[src/rtl/chess_cursor.sv]
// chess_cursor: ROWSxCOLS board cursor driven by W/A/S/D/ESC keys with a two-press ENTER move select.
// Define CHESS_CURSOR_WRAP_EN to wrap edge moves; by default they clamp.
module chess_cursor #(
    parameter int COLS = 8,
    parameter int ROWS = 8,
    parameter int RESET_COL = (COLS - 1) / 2,
    parameter int RESET_ROW = (ROWS - 1) / 2,
    localparam int CW = $clog2(COLS),
    localparam int RW = $clog2(ROWS),
    localparam int IW = $clog2(ROWS * COLS)
) (
    input  logic          CLK,
    input  logic          RESET,
    input  logic [7:0]    ascii,
    input  logic          new_ascii,
    input  logic          ENTER,
    output logic [CW-1:0] cur_col,
    output logic [RW-1:0] cur_row,
    output logic [IW-1:0] state,
    output logic          picked,
    output logic [IW-1:0] from_idx,
    output logic [IW-1:0] to_idx,
    output logic          move_valid
);
`ifdef CHESS_CURSOR_WRAP_EN
    localparam bit WRAP = 1'b1;
`else
    localparam bit WRAP = 1'b0;
`endif
    localparam logic [CW-1:0] CMAX = CW'(COLS - 1);
    localparam logic [RW-1:0] RMAX = RW'(ROWS - 1);

    typedef enum logic {IDLE, PICKED} fsm_t;
    fsm_t fsm, fsm_n;
    logic [7:0] lc;
    logic up, dn, lf, rt, esc;
    logic [CW-1:0] col_n;
    logic [RW-1:0] row_n;
    logic s1, s2, s3, rise, latch, fire;

    // folding bit 5 maps upper-case letters onto lower-case
    assign lc  = ascii | 8'h20;
    assign up  = new_ascii && lc == 8'h77;
    assign dn  = new_ascii && lc == 8'h73;
    assign lf  = new_ascii && lc == 8'h61;
    assign rt  = new_ascii && lc == 8'h64;
    assign esc = new_ascii && ascii == 8'h1B;

    assign col_n = lf ? (cur_col == '0 ? (WRAP ? CMAX : cur_col) : cur_col - 1'b1)
                 : rt ? (cur_col == CMAX ? (WRAP ? '0 : cur_col) : cur_col + 1'b1)
                 : cur_col;
    assign row_n = up ? (cur_row == '0 ? (WRAP ? RMAX : cur_row) : cur_row - 1'b1)
                 : dn ? (cur_row == RMAX ? (WRAP ? '0 : cur_row) : cur_row + 1'b1)
                 : cur_row;

    assign picked = fsm == PICKED;

    always_comb begin
        fsm_n = fsm;
        latch = 1'b0;
        fire  = 1'b0;
        if (fsm == IDLE) begin
            latch = rise;
            fsm_n = rise ? PICKED : IDLE;
        end else begin
            fire  = rise && state != from_idx;
            fsm_n = (rise || esc) ? IDLE : PICKED;
        end
    end

    // edge detect is registered so the FSM reacts one cycle after s2 rises
    always_ff @(posedge CLK) begin
        if (RESET) begin
            {s1, s2, s3, rise} <= '0;
        end else begin
            s1   <= ENTER;
            s2   <= s1;
            s3   <= s2;
            rise <= s2 & ~s3;
        end
    end

    always_ff @(posedge CLK) begin
        if (RESET) begin
            fsm        <= IDLE;
            cur_col    <= CW'(RESET_COL);
            cur_row    <= RW'(RESET_ROW);
            state      <= IW'(RESET_ROW * COLS + RESET_COL);
            from_idx   <= '0;
            to_idx     <= '0;
            move_valid <= 1'b0;
        end else begin
            fsm        <= fsm_n;
            cur_col    <= col_n;
            cur_row    <= row_n;
            state      <= IW'(row_n) * IW'(COLS) + IW'(col_n);
            move_valid <= fire;
            if (latch) from_idx <= state;
            if (fire) to_idx <= state;
        end
    end
endmodule

[config.mk]
export PLATFORM = sky130hd
export DESIGN_NAME = chess_cursor
export DESIGN_NICKNAME = d
export VERILOG_FILES = /design/src/rtl/chess_cursor.sv
export SDC_FILE = /design/constraint.sdc
export NUM_CORES = 1
export LEC_CHECK = 0
export CELL_PAD_IN_SITES_DETAIL_PLACEMENT = 0
export CELL_PAD_IN_SITES_GLOBAL_PLACEMENT = 2
export CORE_ASPECT_RATIO = 0.6
export CORE_MARGIN = 2
export CORE_UTILIZATION = 24
export DETAILED_ROUTE_END_ITERATION = 8
export PLACE_DENSITY_LB_ADDON = 0.1
export SLEW_MARGIN = 25
export SYNTH_ARGS = -nofsm -noshare
export SYNTH_HDL_FRONTEND = slang
export SYNTH_SLANG_ARGS = --single-unit
[constraint.sdc]
create_clock -name CLK -period 1.55 [get_ports CLK]
set_input_delay 0.155 -clock CLK [delete_from_list [all_inputs] [get_ports CLK]]
set_output_delay 0.155 -clock CLK [all_outputs]
set_load 0.05 [all_outputs]
# After elaboration in Yosys (flattened, before gate mapping)
# Index checks and enable logic that the tools add are counted.
[totals]
inputBits = 12
latch_bits = 0
n_memories = 0
romBits = 0
regBits = 30
ramBits = 0
[classes]
n_mux = 13
shift = 0
multipliers = 0
magnitude_cmp = 0
bitwise = 2
add_sub_neg = 5
reduce_logical = 9
div_mod_pow = 0
n_eq_ne = 8
[ops]
columns = ["cell", "n"]
rows = [
  ["== test 7 x 6 -> 1 bit (second input constant)", 4],
  ["two-way mux 3 bit", 8],
  ["== test 8 x 5 -> 1 bit (second input constant)", 1],
  ["adder 3 x 1 -> 3 bit (second input constant)", 2],
  ["adder 6 x 3 -> 6 bit", 1],
  ["== test 3 bit (second input constant)", 2],
  ["logical AND 1 bit", 6],
  ["logical NOT 3 bit", 2],
  ["!= test 6 bit", 1],
  ["subtractor 3 x 1 -> 3 bit (second input constant)", 2],
  ["two-way mux 1 bit", 5],
  ["bitwise AND 1 bit", 1],
  ["logical OR 1 bit", 1],
  ["NOT 1 bit", 1],
]

# Depth between registers and ports, before layout
[logic_depth]
word_depth = 5
ltp_mapped = 6
ltp_nobuf = 6

# Least setup slack after synthesis
# OpenSTA, ideal clock, no wires.
[synth_path]
path_kind = "reg-to-reg"
start = "register cur_col[0]"
end = "register cur_col[0]"
n_path_buf = 0
required_ns = 1.423
setup_ns = 0.127
slack_ns = -0.452
arrival_ns = 1.875
stages_incl_launch_ff = 7
path_cell_list = "dfxtp_1 > inv_1 > ha_1 > and2b_4 > o21bai_1 > a21oi_1 > or3_1"
[synth_between]
elab_chain_len = 4
[synth_lines]
columns = ["element", "line_no", "source"]
rows = [
  ["start, declared", "17", "output logic [CW-1:0] cur_col,"],
  ["start signal, assigned", "86", "cur_col <= CW'(RESET_COL);"],
  ["start signal, assigned", "94", "cur_col <= col_n;"],
  ["adder 3 x 1 -> 3 bit / == test 3 bit (equally long branches)", "50", ": rt ? (cur_col == CMAX ? (WRAP ? '0 : cur_col) : cur_col + 1'b1)"],
  ["two-way mux 3 bit (2 in a row)", "50", ""],
  ["two-way mux 3 bit *", "49", "assign col_n = lf ? (cur_col == '0 ? (WRAP ? CMAX : cur_col) : cur_col - 1'b1)"],
]
# Every way passes the cells marked *; elsewhere a longest branch is shown, timed or not.
# A chain may end at the register's enable or synchronous reset.

# Final worst setup path
# Ends and elaborated chain as after synthesis.

==> reports/qor.csv <==
stage;metric;value;unit
logic_synthesis;Post-synth top cells;dfxtp_1, nor2_1, a21oi_1;
finish;Final nets;214;
logic_synthesis;ys async rst share;0;%
floorplan;Rows;20;
routing;DR WL met2;1.52;mm
setup_path;R2R Path End;cur_col[0];
run_status;failing checks;setup timing;
routing;Via Count;1127;
sta;Final setup viols;1;
finish;Antenna diodes;0;
routing;First DRT Iteration DRCs;24;
floorplan;Die Wd;96.6;um
logic_synthesis;most numerous cell in the Yosys netlist;dfxtp_1;
logic_synthesis;cell accounting for the most synthesized area;dfxtp_1;
placement;placed cell areas;1750;sq um
setup_path;worst reg-to-reg setup slack;-0.04;ns
worst_hold_path;start point of the worst hold path;s3;
logic_synthesis;simple-gate share of the synthesized area;21.0;%
sta;post-layout minimum cycle time;1.59;ns
placement;Post-DP HPWL;2.79;mm
setup_path;crit path kind;reg2reg;
placement;port buffer count;37;
routing;metal3 WL;146;um
logic_synthesis;Syn Area/Cell;8.75;sq um
setup_path;Reg2Reg Depth;6;
global_route;gr usage total;13.1;%
sta;Max Clock Freq;0.627;GHz
setup_path;WP buf/inv;0;
floorplan;Initial Utilization;24.6;%
worst_hold_path;Hold Path Class;reg2reg;
power;Peak supply drop;272;uV
clock_network;Sink Count;24;
setup_path;crit-path max FO;4;
clock_network;TritonCTS clock tree;done;
routing;post-route ant nets;0;
clock_network;clock buffer depth;2;
routing;DR vias/cell;4.35;
finish;fin cells;259;
logic_synthesis;Synth cell types;38;
job;Max-cap violations;0;
floorplan;Ports;38;
finish;final core utilization;37.4;%
power;total leakage power;0.819;nW
clock_network;number of buffers created by CTS;3;
routing;Initial DRT Pass Iterations;4;
floorplan;die area;5750;sq um
logic_synthesis;register bit total from synthesis;24;
logic_synthesis;Cells after Synth;141;
sta;Final Max Slew Viols;0;
logic_synthesis;xor/xnor share of the synthesized area;4.26;%
power;Power Total;1.34;mW
setup_path;CP Cell Sequence;ha_4 -> ha_4 -> nor3b_4 -> o21bai_4 -> a21oi_2 -> or3_1;
placement;dpl ws;-0.232;ns
global_route;first-pass GRT wire length;5.38;mm
run_status;outcome;complete, but fails checks;
sta;Slew HR;74.5;%
sta;Final Cycle Share;103;%
setup_path;reg2reg start;cur_col[0];
global_route;vias in the first global route;1039;
logic_synthesis;mux share of post-synthesis cell area;4.16;%
worst_hold_path;Hold EP;rise;
floorplan;die height;59.5;um
clock_network;root buf cell;clkbuf_8;
sta;unrepaired setup endpoints after global routing;true;
routing;final wirelength;3.54;mm
power;P per Cell Area;717;nW/um^2
setup_path;CP dominant cell by count;ha_4;
setup_path;worst path arrival time;1.75;ns
logic_synthesis;Synth Net Count;161;
routing;wl on met1;1.85;mm
sta;final clock skew;0.00820;ns
logic_synthesis;compound-gate portion of the synthesized area;15.2;%
placement;GP Congestion;0.804;
logic_synthesis;sequential fraction of the synthesis area;38.9;%
clock_network;clock-pin slew on the worst setup and hold paths;0.09;ns
sta;WHS;0.386;ns
floorplan;Core Area;5000;sq um
clock_network;worst skew pair latency;0.27;ns
sta;final worst slack;-0.0448;ns
finish;Layout area overhead;51.6;%
setup_path;max incr delay on CP;0.38;ns
sta;Slew @ Worst Pin;0.379;ns
setup_path;Crit-path slowest cell;dfxtp_4;
finish;fin area;1870;sq um
logic_synthesis;largest family of logic cells by synthesized area;simple AND/OR/NAND/NOR gates;
logic_synthesis;Post-synth EDFFs;0;
clock_network;H-tree level count;1;
global_route;aggregate global routing overflow;0;
logic_synthesis;Synth top area share;38.9;%
worst_hold_path;hold depth;1;
setup_path;Worst setup EP type;flip-flop;
routing;post-DR wirelength/cell;13.7;um
setup_path;Worst path top cell family by delay;simple AND/OR/NAND/NOR gates;
logic_synthesis;Area contributors post-synth;dfxtp_1, ha_1, nor2_1;
placement;DP Cell Count;251;
setup_path;Startpoint Class;flip-flop;
logic_synthesis;Post-synth top flop;dfxtp_1;
global_route;largest net degree at the start of global routing;15;
finish;share of post-route cells with drive strength above 1;37.8;%
global_route;antenna violations before repair;0;
logic_synthesis;mapped cell area;1230;sq um
routing;Max Used Layer;met4;
routing;# DRC;0;
setup_path;Req. time, crit path;1.71;ns
logic_synthesis;post-synthesis adder-cell area fraction;8.11;%
sta;Setup Total Neg Slack;-0.0448;ns
logic_synthesis;Synth Warn #;0;
sta;Final Hold Viols;0;
-- worst max-delay path by stage --
stage                          start         end  slack (ns)  cells after the start
after floorplan           cur_col[0]  cur_col[0]       -0.02                      6
after global placement      ascii[3]  cur_col[0]       -0.25                      6
after detailed placement    ascii[3]  cur_col[0]       -0.23                      6
after CTS                 cur_col[0]  cur_col[0]       -0.01                      6
after global routing      cur_col[0]  cur_col[0]       -0.07                      6
final                     cur_col[0]  cur_col[0]       -0.04                      6
-- cell usage in the layout, fill, tap and decap left out, types with 2 or more instances in the layout --
cell	instances
buf_4	46
dfxtp_1	18
nor2_1	17
clkdlybuf4s50_1	11
a21oi_1	9
nand2_1	9
nand2b_1	6
xor2_1	6
o22ai_1	6
ha_1	5
inv_2	4
mux2i_1	4
inv_1	4
nor2b_1	4
dfxtp_4	4
nand3_1	3
clkbuf_8	3
nor3_1	2
a21oi_2	2
o21ai_0	2
ha_4	2
dfxtp_2	2
-- repair_timing --
item / CTS / global route
resized for setup: 2 / 5
pin swaps: 1 / 2
buffers inserted: 1 / 3
hold buffers: 0 / 0
gates cloned: 0 / 0
setup endpoints to repair: 1 / 10
-- registers in the layout, indices dropped and copies added, names as in the netlist --
register / flops
s2: 1
state: 1
from_idx: 6
to_idx: 6
s3: 1
s1: 1
rise: 1
cur_col: 2
cur_row: 3
move_valid: 1
picked: 1
-- power breakdown --
part / switching (mW) / total, mW / internal [mW]
Combinational: 0.0806 / 0.158 / 0.0769
Sequential: 0.00836 / 0.628 / 0.619
Clock: 0.210 / 0.555 / 0.346
-- final cells by class --
cell class                 count  area (sq um)
fill                         523          3130
multi-input combinational     98           709
sequential                    24           498
timing repair buffer          58           475
tap                           66          82.6
clock buffer                   3          41.3
inverter                       9          33.8
clock inverter                 1          30.0
-- cells by family (layout without fill, tap and decap cells) --
| logic type | count (synthesis) | in the layout |
|---|---|---|
| simple gates | 50 | 50 |
| compound gates | 29 | 29 |
| flops | 24 | 24 |
| buf+inv | 19 | 71 |
| fa+ha+maj | 8 | 8 |
| xor+xnor | 6 | 6 |
| mux | 5 | 5 |
-- worst reg2reg max path: stages, from the launching register on --
cell and delay, ns:
dfxtp_4 0.38, ha_4 0.17, ha_4 0.16, nor3b_4 0.22, o21bai_4 0.17, a21oi_2 0.07, or3_1 0.32
-- metal layers --
metal	track usage, %	up-vias
met2	19.6	23
met4	2.41	0
met3	3.94	2
met1	18.7	515
li1	-	587
met5	0	-
Note: power is estimated with default switching activity, not from simulation.
